--- config.mk ---
export PLATFORM = sky130hd
export DESIGN_NAME = evm_tally_arbiter
export DESIGN_NICKNAME = d
export VERILOG_FILES = /design/src/rtl/evm_tally_arbiter.sv
export SDC_FILE = /design/constraint.sdc
export NUM_CORES = 1
export LEC_CHECK = 0
export CORE_UTILIZATION = 30
export CTS_CLUSTER_DIAMETER = 150
export DETAILED_ROUTE_END_ITERATION = 10
export PLACE_DENSITY = 0.48
export RECOVER_POWER = 25
export SLEW_MARGIN = 25
export SYNTH_ARGS = -nofsm -noshare
export SYNTH_HDL_FRONTEND = slang
export SYNTH_SLANG_ARGS = --single-unit
export TNS_END_PERCENT = 1
--- constraint.sdc ---
create_clock -name clk -period 3.8 [get_ports clk]
set_input_delay 0.76 -clock clk [delete_from_list [all_inputs] [get_ports clk]]
set_output_delay 0.76 -clock clk [all_outputs]
set_load 0.03 [all_outputs]
--- src/rtl/evm_tally_arbiter.sv ---
// Shared vote-tally controller: round-robin arbitration among booth requests,
// saturating per-party counters, and officer readout while the poll is closed.
// Optional feature: define EVM_TALLY_TOTAL_EN to add the total_votes output.
module evm_tally_arbiter #(
  parameter int unsigned NUM_BOOTHS = 4,
  parameter int unsigned CNT_W      = 16
) (
  input  logic                    clk,
  input  logic                    reset,
  input  logic [NUM_BOOTHS-1:0]   vote_req,
  input  logic [2*NUM_BOOTHS-1:0] vote_party,
  output logic [NUM_BOOTHS-1:0]   vote_ack,
  input  logic                    poll_open,
  input  logic                    result_req,
  input  logic [1:0]              result_sel,
  output logic                    result_valid,
  output logic [CNT_W-1:0]        result_count,
  output logic                    sat_flag,
`ifdef EVM_TALLY_TOTAL_EN
  output logic                    busy,
  output logic [CNT_W+1:0]        total_votes
`else
  output logic                    busy
`endif
);

  localparam int unsigned IdxW = (NUM_BOOTHS > 1) ? $clog2(NUM_BOOTHS) : 1;

  typedef enum logic [1:0] {StIdle, StArb, StUpd, StRead} state_e;

  state_e                state_q, state_d;
  logic [IdxW-1:0]       ptr_q, ptr_d;
  logic [IdxW-1:0]       gnt_q, gnt_d;
  logic [1:0]            party_q, party_d;
  logic [CNT_W-1:0]      cnt_q [4];
  logic [CNT_W-1:0]      cnt_d [4];
  logic [CNT_W-1:0]      res_cnt_q, res_cnt_d;
  logic                  res_valid_q, res_valid_d;
  logic                  sat_q, sat_d;
`ifdef EVM_TALLY_TOTAL_EN
  logic [CNT_W+1:0]      total_q, total_d;
`endif

  logic                  found;
  logic [IdxW-1:0]       win;
  logic [1:0]            win_party;

  // Round-robin scan starting just after the last granted booth.
  always_comb begin
    int unsigned sum;
    logic [IdxW-1:0] cand;
    found = 1'b0;
    win   = '0;
    for (int unsigned k = 1; k <= NUM_BOOTHS; k++) begin
      sum = 32'(ptr_q) + k;
      if (sum >= NUM_BOOTHS) sum = sum - NUM_BOOTHS;
      cand = sum[IdxW-1:0];
      if (!found && vote_req[cand]) begin
        found = 1'b1;
        win   = cand;
      end
    end
    win_party = vote_party[{win, 1'b0} +: 2];
  end

  // Next-state, counter update and readout capture.
  always_comb begin
    state_d     = state_q;
    ptr_d       = ptr_q;
    gnt_d       = gnt_q;
    party_d     = party_q;
    cnt_d       = cnt_q;
    res_cnt_d   = res_cnt_q;
    res_valid_d = 1'b0;
    sat_d       = sat_q;
`ifdef EVM_TALLY_TOTAL_EN
    total_d     = total_q;
`endif
    unique case (state_q)
      StIdle: begin
        if (poll_open && |vote_req) begin
          state_d = StArb;
        end else if (!poll_open && result_req) begin
          // Capture now so the value is presented together with the READ pulse.
          state_d     = StRead;
          res_cnt_d   = cnt_q[result_sel];
          res_valid_d = 1'b1;
        end
      end
      StArb: begin
        if (found) begin
          gnt_d   = win;
          party_d = win_party;
          state_d = StUpd;
        end else begin
          state_d = StIdle;
        end
      end
      StUpd: begin
        ptr_d   = gnt_q;
        state_d = StIdle;
        if (cnt_q[party_q] == '1) begin
          sat_d = 1'b1;
        end else begin
          cnt_d[party_q] = cnt_q[party_q] + CNT_W'(1);
        end
`ifdef EVM_TALLY_TOTAL_EN
        if (total_q != '1) total_d = total_q + (CNT_W+2)'(1);
`endif
      end
      StRead: state_d = StIdle;
      default: state_d = StIdle;
    endcase
  end

  // State registers with synchronous reset.
  always_ff @(posedge clk) begin
    if (reset) begin
      state_q     <= StIdle;
      ptr_q       <= IdxW'(NUM_BOOTHS - 1);
      gnt_q       <= '0;
      party_q     <= '0;
      for (int i = 0; i < 4; i++) cnt_q[i] <= '0;
      res_cnt_q   <= '0;
      res_valid_q <= 1'b0;
      sat_q       <= 1'b0;
`ifdef EVM_TALLY_TOTAL_EN
      total_q     <= '0;
`endif
    end else begin
      state_q     <= state_d;
      ptr_q       <= ptr_d;
      gnt_q       <= gnt_d;
      party_q     <= party_d;
      cnt_q       <= cnt_d;
      res_cnt_q   <= res_cnt_d;
      res_valid_q <= res_valid_d;
      sat_q       <= sat_d;
`ifdef EVM_TALLY_TOTAL_EN
      total_q     <= total_d;
`endif
    end
  end

  // Outputs; pulses are suppressed in a reset cycle so a dropped grant is never acked.
  always_comb begin
    vote_ack = '0;
    if (state_q == StUpd && !reset) vote_ack[gnt_q] = 1'b1;
    result_valid = res_valid_q && !reset;
    result_count = res_cnt_q;
    sat_flag     = sat_q;
    busy         = (state_q != StIdle);
`ifdef EVM_TALLY_TOTAL_EN
    total_votes  = total_q;
`endif
  end

endmodule
==> Yosys cells after proc, flatten, opt, wreduce, memory -nomap -nowiden <==
Index checks and enable logic that the tools add are counted.
{ "classes": {"n_addsub": 9, "magnitude_cmp": 13, "eq_ne": 5, "n_shift": 1, "n_mux": 37, "n_bitwise": 5, "reduce_logical": 23} }
{ "ops": {"columns": ["op", "n"], "rows": [
  ["2-to-1 mux 16 bit", 5],
  ["binary-select mux 16 bit (select 2 bit)", 2],
  ["bitwise mux 64 bit", 1],
  ["demux 16 bit (select 2 bit)", 1],
  ["2-to-1 mux 2 bit", 11],
  ["adder 16 x 1 -> 16 bit (second input constant)", 1],
  ["equality test 16 bit (second input constant)", 1],
  ["greater-or-equal comparator 3 bit (second input constant)", 5],
  ["less-than comparator 2 x 3 -> 1 bit (second input constant)", 5],
  ["2-to-1 mux 1 bit", 10],
  ["logical AND 1 bit", 9],
  ["binary-select mux 1 bit (select 2 bit)", 4],
  ["variable part select 8 x 4 -> 2 bit", 1],
  ["subtractor 2 x 1 -> 2 bit (second input constant)", 4],
  ["adder 2 x 2 -> 3 bit (second input constant)", 2],
  ["NOT 2 -> 3 bit", 2],
  ["one-hot mux 2 bit (3 select lines)", 1],
  ["AND reduction 2 bit", 3],
  ["zero test 1 bit", 5],
  ["adder 2 x 3 -> 4 bit (second input constant)", 1],
  ["equality test 2 bit (second input constant)", 2],
  ["greater-or-equal comparator 4 x 3 -> 1 bit (second input constant)", 1],
  ["2-to-1 mux 4 bit", 1],
  ["OR reduction 4 bit", 1],
  ["12 further kinds", 14]
]} }
{ "totals": {"register_bits": 90, "in_bits": 18, "output_inout_bits": 23, "wordCells": 104} }

==> Depth between registers and ports, before layout <==
{ "depth": {"ltp_word": 17, "mapped_depth": 13, "depth_no_buf": 8} }

==> Least setup slack after synthesis <==
Ideal clock, no wire load.
{ "synth_timing": {"path_type": "input to output", "startpoint": "in reset", "endpoint": "out vote_ack[0]", "t_arrival_ns": 1.924, "required_ns": 3.040, "slack_ns": 1.116, "path_stages": 2, "path_buffers": 1, "path_cell_list": "clkbuf_1 nor4_1"} }
{ "synth_between": {"elab_chain_len": 3} }
{ "synth_lines": {"columns": ["item", "line_no", "source"], "rows": [
  ["start: declaration", "9", "input logic reset,"],
  ["zero test 1 bit", "148", "if (state_q == StUpd && !reset) vote_ack[gnt_q] = 1'b1;"],
  ["logical AND 1 bit", "148", null],
  ["2-to-1 mux 4 bit", "148", null],
  ["end: declaration", "12", "output logic [NUM_BOOTHS-1:0] vote_ack,"]
]} }
Every way passes these cells.

==> Worst setup path in the final report <==
{ "layout_timing": {"startpoint": "reg state_q[0]", "endpoint": "out vote_ack[3]"} }
{ "layout_between": {"elab_chain_len": 3} }
{ "layout_lines": {"columns": ["item", "line_no", "source"], "rows": [
  ["start: declaration", "31", "state_e state_q, state_d;"],
  ["start signal: assignment", "119", "state_q <= StIdle;"],
  ["start signal: assignment", "131", "state_q <= state_d;"],
  ["equality test 2 bit", "148", null],
  ["logical AND 1 bit", "148", null],
  ["2-to-1 mux 4 bit", "148", null]
]} }
Every way passes these cells.

==> results.toml <==
[global_routing]
grt_antenna_before_repair = 0
grt.met1_usage_pct = 21.0
track_usage_pct = 14.8
grt_overflow = 0
grt_pass1_vias = 3387
grt_max_degree = 91
use_met3_pct = 1.56
grt.busiest_layer = "met2"
grt_pass1_wl_mm = 18.4
grt_util_met2_pct = 23.1

[drt]
drt_iter0_markers = 268
wl_mm = 11.3
drt-wirelength-per-cell_um = 16.7
first_pass_iters = 4
num_vias = 3461
ant_nets = 0
via_per_inst = 5.11
drc = 0

[power]
p_leak_nw = 1.83
power_density_nw_per_um2 = 399
vdd_drop_max_mv = 0.227

[clock_tree]
path_clk_slew_ns = 0.06
cts_buffer_depth = 2
clk_latency_ns = 0.34
ctsResizeCount = 0
clockRootBuffer = "clkbuf_16"
clock-sinks = 90
cts_tree = "done"
numCtsBuffers = 9
postCtsSetupRepairBufs = 0
cts_max_level = 3
ctsHoldBuffers = 0

[floorplan]
die_w_um = 127
die_h_um = 127
ios = 41
rows = 45
core_area_sq_um = 15200
die-area_sq_um = 16100
start_util_pct = 30.8

[run_status]
status = "finished, violations left"
violations = "capacitance limit, slew limit"

[sta]
maxSlewViolCount = 91
finalCritPeriodShare_pct = 73.3
hold_violations = 0
setup_viol_count_final = 0
finalCriticalPeriod_ns = 2.78
max_slew_margin_pct = -25.6
worstMarginPinSlew_ns = 1.88
setup_tns_ns = 0
rsz0062_at_grt = "no"
fin_hold_ws_ns = 0.451
finClkSkew_ns = 0.00592
max_freq_ghz = 0.359

[logic_synthesis]
yosysTopAreaCellShare_pct = 38.5
yosysSeqAreaShare_pct = 38.5
synth_area_leaders = "dfxtp_1 39%, mux4_2 15%, mux2i_1 7.5%"
synth.area.mux_share_pct = 22.9
synthDistinctLibCells = 42
syn-num-nets = 469
synthTopCellsByCount = "90 x dfxtp_1, 49 x nor2_1, 45 x nand2_1"
syn_area_sq_um = 4680
synthAdderAreaFrac_pct = 0.267
synth_simple_gate_area_share_pct = 17.3
ys.flop_type = "dfxtp_1"
syn-mean-instance-area_sq_um = 10.4
yosysMostFrequentCell = "dfxtp_1"
yosys_warnings = 0
synth_top_family_by_area = "multiplexers"
yosysTopAreaCell = "dfxtp_1"
synth_xor_area_share_pct = 2.62
synth_compound_area_share_pct = 11.2
ys_seq_elements = 90
netlist_instances = 450
synth_edf_count = 0
synthArstFlopShare_pct = 0

[worst_setup_path]
cp-end-kind = "primary output"
worstSetupPathType = "flop to primary output"
path_max_fanout = 6
critPathRequiredTime_ns = 3.04
cp.arrival_ns = 2.02
cp-start-kind = "flop"

[cells_and_area]
nets = 503
area_delta_synth_final_pct = 16.7
drive_gt1_share_pct = 21.5
antenna_cells = 0

[place]
gp_congestion = 0.777
portBuffers = 40
dp_hpwl_mm = 7.95

[job]
max_cap_violations = 1

[worst_hold_path]
hold_class = "flop to flop"
==> registers in the layout (all words and copies together) (netlist names) <==
name / cells
res_valid_q: 1
cnt_q: 64
result_count: 16
gnt_q: 2
ptr_q: 2
sat_flag: 1
party_q: 2
state_q: 2
==> through the flow <==
stage | total power (W) | instance area (sq um) | util, % | worst slack, ns | cells
floorplan | 0.00118 | 4680 | - | 1.12 | 450
global placement | 0.00124 | 5150 | 33.9 | 1.06 | 661
detailed placement | 0.00125 | 5150 | 33.9 | 1.05 | 661
CTS | 0.00221 | 5470 | 36.0 | 0.975 | 677
global route | 0.00227 | 5460 | 35.9 | 0.869 | 677
finish | 0.00218 | 5460 | 35.9 | 1.02 | 677
==> power by group <==
group | internal, W | switching [W]
Sequential | 0.000963 | 0.0000181
Combinational | 0.000104 | 0.000137
Clock | 0.000595 | 0.000364
Total | 0.00166 | 0.000519
==> layout make-up <==
class	instances	area, sq um
Clock buffer	12	246
Clock inverter	4	75.1
Fill cell	1517	9740
Inverter	6	22.5
Multi-Input combinational cell	319	2540
Sequential cell	90	1800
Tap cell	188	235
Timing Repair Buffer	58	536
==> path summary, 6_finish.rpt <==
check / startpoint / slack [ns] / to / cells past startpoint
min: result_count[5] / 0.45 / result_count[5] / 2
max reg2reg: party_q[0] / 1.02 / cnt_q[49] / 10
min reg2reg: result_count[5] / 0.45 / result_count[5] / 2
max: state_q[0] / 1.02 / vote_ack[3] / 4
==> cell usage in the layout, fill, tap and decap left out, drive strengths merged, types with 3 or more instances in the layout <==
| cell type | synthesis | routed |
|---|---|---|
| nand2b | 5 | 5 |
| clkbuf | 16 | 15 |
| a211o | 3 | 3 |
| nor2 | 80 | 80 |
| o21a | 4 | 4 |
| nor3 | 3 | 3 |
| and2 | 3 | 3 |
| xnor2 | 11 | 11 |
| a21oi | 21 | 21 |
| inv | 6 | 6 |
| nand2 | 45 | 45 |
| nor2b | 3 | 3 |
| clkdlybuf4s50 | 0 | 21 |
| mux4 | 32 | 32 |
| nand3 | 5 | 5 |
| xor2 | 3 | 3 |
| mux2i | 35 | 35 |
| dfxtp | 90 | 90 |
| a211oi | 41 | 41 |
| dlygate4sd3 | 0 | 18 |
| nand4 | 6 | 6 |
| buf | 19 | 16 |
==> logic make-up (layout without fill, tap and decap cells) <==
logic type,after synthesis,count (layout)
AND/OR/NAND/NOR,162,162
flip-flops,90,90
AO/OA/AOI/OAI,75,75
multiplexers,67,67
buffers and inverters,41,80
XOR/XNOR,14,14
adder cells (fa/ha/maj),1,1
==> critical path, cell delays in order, from the launching register on <==
cell and delay [ns]:
dfxtp_1 0.36, nand2b_1 0.28, nor2_1 0.21, and3_1 0.18, clkdlybuf4s50_1 0.67
==> routing by layer <==
metal | vias up | part of all wire [%]
li1 | 1683 | -
met1 | 1692 | 51
met2 | 74 | 45
met3 | 12 | 3.5
met4 | 0 | 1.2
met5 | - | 0
No activity file was read; power rests on OpenSTA's default activity.
